## src/rtl/fetch_unit.sv

```systemverilog
// fetch_unit: instruction fetch stage.
//
// Owns the program counter and issues word-aligned requests to instruction memory. Responses
// come back in order; their addresses are recovered from a small in-flight address FIFO and the
// {instr, pc} pairs are buffered in an instruction queue that feeds decode. A redirect from
// execute reloads the PC, flushes the queue and marks every in-flight request as stale.
//
// Ports:
//   clk, rst                     clock, synchronous active-high reset
//   imem_req_valid/ready/addr    fetch request channel (addr = current PC)
//   imem_rsp_valid/data          fetch response channel, in order, no backpressure
//   redirect, redirect_pc        taken branch/jump; redirect_pc[1:0] ignored
//   instr_valid/ready            handshake to decode
//   instr, instr_pc              instruction word and its address
module fetch_unit #(
  parameter int unsigned           ADDR_WIDTH = 32,
  parameter int unsigned           DATA_WIDTH = 32,
  parameter logic [ADDR_WIDTH-1:0] RESET_PC   = '0,
  parameter int unsigned           DEPTH      = 4
) (
  input  logic                  clk,
  input  logic                  rst,
  output logic                  imem_req_valid,
  input  logic                  imem_req_ready,
  output logic [ADDR_WIDTH-1:0] imem_req_addr,
  input  logic                  imem_rsp_valid,
  input  logic [DATA_WIDTH-1:0] imem_rsp_data,
  input  logic                  redirect,
  input  logic [ADDR_WIDTH-1:0] redirect_pc,
  output logic                  instr_valid,
  input  logic                  instr_ready,
  output logic [DATA_WIDTH-1:0] instr,
  output logic [ADDR_WIDTH-1:0] instr_pc
);

  localparam int unsigned PtrW = (DEPTH > 1) ? $clog2(DEPTH) : 1;
  localparam int unsigned CntW = $clog2(DEPTH + 1);

  // Registered state
  logic [ADDR_WIDTH-1:0] pc_q, pc_d;
  logic [CntW-1:0]       out_q, out_d;
  logic [CntW-1:0]       drop_q, drop_d;
  logic [CntW-1:0]       count_q, count_d;
  logic [PtrW-1:0]       af_wptr_q, af_wptr_d, af_rptr_q, af_rptr_d;
  logic [PtrW-1:0]       iq_wptr_q, iq_wptr_d, iq_rptr_q, iq_rptr_d;

  // Storage arrays (no reset needed; validity is tracked by the counters)
  logic [ADDR_WIDTH-1:0] af_addr_q [DEPTH];
  logic [DATA_WIDTH-1:0] iq_data_q [DEPTH];
  logic [ADDR_WIDTH-1:0] iq_pc_q   [DEPTH];

  logic                  req_fire;
  logic                  rsp_accept;
  logic                  enq;
  logic                  deq;
  logic [ADDR_WIDTH-1:0] popped_addr;
  logic [CntW:0]         credit_used;

  logic unused_redirect_pc;
  assign unused_redirect_pc = ^redirect_pc[1:0];

  // Credit check uses registered counts only, so the request never depends on same-cycle inputs.
  assign credit_used    = {1'b0, out_q} + {1'b0, count_q};
  assign imem_req_valid = !rst && (credit_used < (CntW + 1)'(DEPTH));
  assign imem_req_addr  = pc_q;

  assign req_fire    = imem_req_valid && imem_req_ready;
  // A response with nothing outstanding (e.g. from before a reset) is ignored entirely.
  assign rsp_accept  = imem_rsp_valid && (out_q != '0);
  assign popped_addr = af_addr_q[af_rptr_q];
  assign enq         = rsp_accept && (drop_q == '0) && !redirect;

  assign instr_valid = (count_q != '0) && !redirect;
  assign deq         = instr_valid && instr_ready;
  assign instr       = (count_q != '0) ? iq_data_q[iq_rptr_q] : '0;
  assign instr_pc    = (count_q != '0) ? iq_pc_q[iq_rptr_q]   : '0;

  always_comb begin
    pc_d      = pc_q;
    out_d     = out_q + CntW'(req_fire) - CntW'(rsp_accept);
    drop_d    = drop_q;
    count_d   = count_q;
    af_wptr_d = af_wptr_q + PtrW'(req_fire);
    af_rptr_d = af_rptr_q + PtrW'(rsp_accept);
    iq_wptr_d = iq_wptr_q + PtrW'(enq);
    iq_rptr_d = iq_rptr_q + PtrW'(deq);

    if (redirect) begin
      pc_d      = {redirect_pc[ADDR_WIDTH-1:2], 2'b00};
      count_d   = '0;
      iq_wptr_d = '0;
      iq_rptr_d = '0;
      // Everything still in flight after this edge (including a same-cycle request) is stale.
      drop_d    = out_d;
    end else begin
      if (req_fire) begin
        pc_d = pc_q + ADDR_WIDTH'(4);
      end
      if (rsp_accept && (drop_q != '0)) begin
        drop_d = drop_q - CntW'(1);
      end
      count_d = count_q + CntW'(enq) - CntW'(deq);
    end
  end

  always_ff @(posedge clk) begin
    if (rst) begin
      pc_q      <= RESET_PC;
      out_q     <= '0;
      drop_q    <= '0;
      count_q   <= '0;
      af_wptr_q <= '0;
      af_rptr_q <= '0;
      iq_wptr_q <= '0;
      iq_rptr_q <= '0;
    end else begin
      pc_q      <= pc_d;
      out_q     <= out_d;
      drop_q    <= drop_d;
      count_q   <= count_d;
      af_wptr_q <= af_wptr_d;
      af_rptr_q <= af_rptr_d;
      iq_wptr_q <= iq_wptr_d;
      iq_rptr_q <= iq_rptr_d;
    end
  end

  always_ff @(posedge clk) begin
    if (req_fire) begin
      af_addr_q[af_wptr_q] <= pc_q;
    end
    if (enq && !rst) begin
      iq_data_q[iq_wptr_q] <= imem_rsp_data;
      iq_pc_q[iq_wptr_q]   <= popped_addr;
    end
  end

endmodule
```

## config.mk

```make
export PLATFORM = sky130hd
export DESIGN_NAME = fetch_unit
export DESIGN_NICKNAME = d
export VERILOG_FILES = /design/src/rtl/fetch_unit.sv
export SDC_FILE = /design/constraint.sdc
export NUM_CORES = 1
export LEC_CHECK = 0
export BUFFER_PORTS_ARGS = -buffer_cell sky130_fd_sc_hd__buf_4
export CAP_MARGIN = 20
export CORE_AREA = 5 5 188 190
export DETAILED_ROUTE_END_ITERATION = 10
export DIE_AREA = 0 0 193 195
export MAX_ROUTING_LAYER = met4
export PLACE_DENSITY = 0.69
export SETUP_SLACK_MARGIN = 0.02
export SLEW_MARGIN = 20
export SYNTH_ARGS = -nofsm -noshare
export SYNTH_HDL_FRONTEND = slang
export SYNTH_SLANG_ARGS = --single-unit
```

## constraint.sdc

```tcl
create_clock -name clk -period 11.25 [get_ports clk]
set_input_delay 2.25 -clock clk [delete_from_list [all_inputs] [get_ports clk]]
set_output_delay 2.25 -clock clk [all_outputs]
set_load 0.02 [all_outputs]
```

; Word level (Yosys, flattened, before mapping)
; Memory sizes are Yosys's and may differ from the RTL's. A register that Yosys moved wholly into a read port is not among the register bits.
; Index checks and enable logic that the tools add are counted.
[classes]
add_sub_neg = 11
n_reduce_logical = 18
mux = 13
magnitude_cmp = 1
[ops]
columns = cell, n
row1 = $mux W32, 4
row2 = $add A32 B3 Y32 const B, 1
row3 = $logic_and A1 B1 Y1, 9
row4 = $reduce_bool A3 Y1, 3
row5 = $add A2 B1 Y2, 4
row6 = $add A3 B1 Y3, 2
row7 = $mux W2, 3
row8 = $mux W3, 2
row9 = $sub A3 B1 Y3, 2
row10 = $add A3 B3 Y4, 1
row11 = $lt A4 B3 Y1 const B, 1
row12 = $mux W1, 4
row13 = $reduce_bool A2 Y1, 2
row14 = $logic_not A3 Y1, 1
row15 = $sub A3 B1 Y3 const B, 1
row16 = $logic_not A1 Y1, 2
row17 = $reduce_or A2 Y1, 1
[totals]
n_memories = 3
word_cells = 55
mem_bits_rw = 384
in_bits = 70
reg_bits = 49
output_inout_bits = 98
[memory_table]
columns = name, words, word_bits, read_ports, rd_clocked_by_memory_dff, write_ports, line_no
row1 = af_addr_q, 4, 32, 1, 1, 1, 48  ; logic [ADDR_WIDTH-1:0] af_addr_q [DEPTH];
row2 = iq_data_q, 4, 32, 1, 1, 1, 49  ; logic [DATA_WIDTH-1:0] iq_data_q [DEPTH];
row3 = iq_pc_q, 4, 32, 1, 1, 1, 50  ; logic [ADDR_WIDTH-1:0] iq_pc_q [DEPTH];

; Logic depth before layout (Yosys ltp)
[depth]
depth_word = 7
depth_mapped = 12
depth_no_buf = 11

; Least setup slack after synthesis
; No wires, ideal clock.
[synth_path]
path_type = in2reg
start = in imem_rsp_valid
end = mem iq_data_q[1][0] (enable)
slack_ns = 1.152
arrival_time_ns = 9.441
setup_ns = 0.657
path_buffers = 1
t_required_ns = 10.593
stages = 4
cell_sequence = o31a_1 -> or3b_2 -> clkbuf_1 -> nor4b_1
[synth_via]
elab_chain_cells = 6
[synth_lines]
columns = element, line_no
row1 = "start, declared", 26  ; input logic imem_rsp_valid,
row2 = $logic_and A1 B1 Y1, 69  ; assign rsp_accept = imem_rsp_valid && (out_q != '0);
row3 = $logic_and A1 B1 Y1 (2 in a row), 71  ; assign enq = rsp_accept && (drop_q == '0) && !redirect;
row4 = $logic_and A1 B1 Y1, 132  ; if (enq && !rst) begin
row5 = $mux W1, 132
row6 = $mux W1 (not written as such), 133  ; iq_data_q[iq_wptr_q] <= imem_rsp_data;
row7 = "end, declared", 49
; No other way between the ends.

; Final worst setup path
[layout_path]
start = in rst
end = out imem_req_valid
[layout_via]
elab_chain_cells = 2
[layout_lines]
columns = element, line_no
row1 = "start, declared", 22  ; input logic rst,
row2 = $logic_not A1 Y1, 64  ; assign imem_req_valid = !rst && (credit_used < (CntW + 1)'(DEPTH));
row3 = $logic_and A1 B1 Y1, 64
row4 = "end, declared", 23  ; output logic imem_req_valid,
; No other way between the ends.

==> impl_results.md <==
- Worst reg2reg endpoint: drop_q[2]
- I/O pins: around 170
- Hold depth: 2
- Site Rows: 67
- Commonest cells post-synth: edfxtp_1, mux4_2, nor2b_1, dfxtp_1, inv_1
- Clock sinks: ~420
- DRC viols: 0
- Die Ht: approximately 200 um
- ANT nets after route: 0
- Setup TNS: 0 ps
- Max-slew violations: 0
- 1st-pass router iterations: 4
- YS warnings: 0
- CTS max path bufs: 3
- Max Clock Freq: 0.175 GHz
- EDFF count, synth: roughly 370
- Die Area: 37600 um^2
- XOR/XNOR share of the synthesized area: 0.0197
- Main combinational cell family by area after synthesis: multiplexers
- Place WS: 5550 ps
- WL final: about 31 mm
- Post-route clock skew: 12.0 ps
- Clock root buffer: clkbuf_16
- Count of final setup violators: 0
- # diodes: 0
- Yosys cell types: between 40 and 50
- Cts repair resizes: 0
- Placed cells: 1462
- Pwr/cell area: between 150 and 200 nW/um^2
- Finished Layout Cells: 1539
- Initial core utilization: 0.493
- Nets: 1144
- Measured slew at the worst slew-check pin: slightly above 1000 ps
- Count leader, synth: edfxtp_1
- Yosys top cell area share: 0.673
- Worst-skew pair later-pin latency: 530 ps
- Most used DFF post-synth: edfxtp_1
- TritonCTS clock tree: done
- Port bufs: 161
- IR drop worst, VDD: about 110 uV
- Post-CTS Setup Bufs: 0
- Critical Path Most Common Cell: buf_4
- Mapped cell area: 16400 um^2
- Vias in the first global route: 8656
- Initial antenna violation count: 0
- CP max FO: 46
- Synth-to-layout area growth: 18.5%
- Path category of the worst min-delay check: flop to flop
- Chip width: 193 um
- Hold Crit Start: drop_q[1]
- Fin crit share: 0.508
- Period minus WS final: 5720 ps
- Mapped Cells: between 800 and 900
- Crit end category: primary output
- Reg-to-reg startpoint: out_q[2]
- Routed wire per std cell: ~20 um
- Post-DP HPWL: 17.9 mm
- Final Hold Vio Count: 0
- Cts bufs inserted: between 40 and 50
- Vias: approximately 8300
- Post-synthesis sequential area ratio: 0.731
- Worst path cell trace: buf_4, or4_4, nor2_1, buf_4
- Simple-gate area share of the yosys netlist: 0.0663
- Worst EP arrival: 3470 ps
- Clk slew on worst S/H paths: approximately 60 ps
- Max cap viols: 0
- Routed vias/inst: 5.37
- Share of cells above drive strength 1: 0.314
- Mux share of post-synthesis cell area: 0.127
- Worst path required time: 9000 ps
- Critical-path top delay cell: or4_4
- Worst Hold End: drop_q[1]
- Adder-Cell Fraction of Synth Area: 0.0123
- Setup CP Type: input pin to primary output
- Reg2Reg Setup Slack: 8100 ps
- Final WS setup: around 5500 ps
- Critical Path Start Type: input pin
- Synth Area in Compound Gates: 0.0231
- Largest net degree at the start of global routing: approximately 70
- Max-slew headroom: 0.312
- Worst reg2reg path depth: 11
- Status: finished clean
- Largest area contributor in the synthesized netlist: edfxtp_1
- Post-synthesis average cell area: 18.5 um^2
- All-Layer GR Usage: 0.172
- Routability cong.: approximately 0.77
- First-pass GRT wire length: between 40 and 50 mm
- Lkg Pwr: 0.00659 uW
- Register bit total from synthesis: 415
- Post-layout util: 0.585
- Grt total ovfl: 0
- H-tree depth: 2
- Core Footprint: 33300 um^2
- DR iter-0 viols: approximately 450
- Ranking of synthesized cells by area: edfxtp_1, mux4_2, dfxtp_1, nor2b_1, xnor2_1
- RSZ-0062 raised after global routing: no
- Max stage delay on crit path: between 600 and 700 ps
- Hold-fix buffers, CTS: 0
- Ys async rst share: 0
## registers in the layout, indices dropped and copies added (netlist names)
register / cells
iq_pc_q: 120
af_wptr_q: 2
iq_rptr_q: 2
af_rptr_q: 2
count_q: 3
drop_q: 3
iq_data_q: 128
af_addr_q: 120
imem_req_addr: 30
out_q: 3
iq_wptr_q: 2
## cell type report
class | instances | area [um^2]
Inverter | 39 | 146
Fill cell | 2501 | 13800
Multi-Input combinational cell | 391 | 4140
Clock inverter | 20 | 155
Clock buffer | 57 | 1180
Tap cell | 448 | 561
Sequential cell | 415 | 12000
Timing Repair Buffer | 169 | 1270
## layer usage
metal  share of wire  up-vias  global-route usage
li1                -     3799                   -
met1            0.45     4214               0.240
met2            0.49      209               0.273
met3           0.048       48              0.0282
met4           0.017        0              0.0354
met5               0        -                   -
## stage by stage
step           area [um^2]  total power (uW)  hold slack [ps]
3_3_place_gp         18100              2270              522
3_5_place_dp         18100              2280              546
6_report             19500              3570              569
2_1_floorplan        16400              2140              502
5_1_grt              19500              3720              600
4_1_cts              19500              3610              564
## cell families (layout without fill, tap and decap cells)
group / count (synthesis) / in the layout
AO/OA/AOI/OAI: 60 / 60
multiplexers: 93 / 93
other: 1 / 4
XOR/XNOR: 37 / 37
AND/OR/NAND/NOR: 182 / 182
adder cells (fa/ha/maj): 15 / 15
buffers and inverters: 84 / 285
flip-flops: 415 / 415
## cells in the final DEF (no fill, tap or decap), types with 4 or more instances in the layout
master	n
nand4_1	10
nor3_1	11
o21a_1	23
clkinv_1	6
nor2b_1	70
nand2_1	15
dfxtp_1	43
nor4_1	7
clkinv_2	8
and2_1	6
and4_1	4
buf_4	169
nor4_2	5
xor2_1	16
ha_1	13
conb_1	4
xnor2_1	21
a21oi_1	24
o21ai_0	5
nor2_1	16
mux4_2	92
edfxtp_1	368
clkbuf_1	11
clkbuf_16	45
inv_1	38
nand3_1	16
## report_power, final
group          total (uW)  leakage (uW)  switching, uW  internal, uW
clock network        1330      0.000652            545           784
registers            1840       0.00373           49.3          1790
logic                 405       0.00221            219           186
total                3570       0.00659            813          2760
## worst max-delay path, delay by kind of cell
kind          cells  cell delay, ps
buf+inv           2             430
simple gates      2             780
## worst max-delay path by stage
stage,from,end,slack [ps],cells past startpoint
2_1_floorplan,imem_rsp_valid,iq_data_q[1][0],1150,4
3_3_place_gp,rst,imem_req_valid,5530,4
3_5_place_dp,rst,imem_req_valid,5550,4
4_1_cts,rst,imem_req_valid,5540,4
5_1_grt,rst,imem_req_valid,5490,4
6_report,rst,imem_req_valid,5530,4
Power figures use the tool's default switching activity.
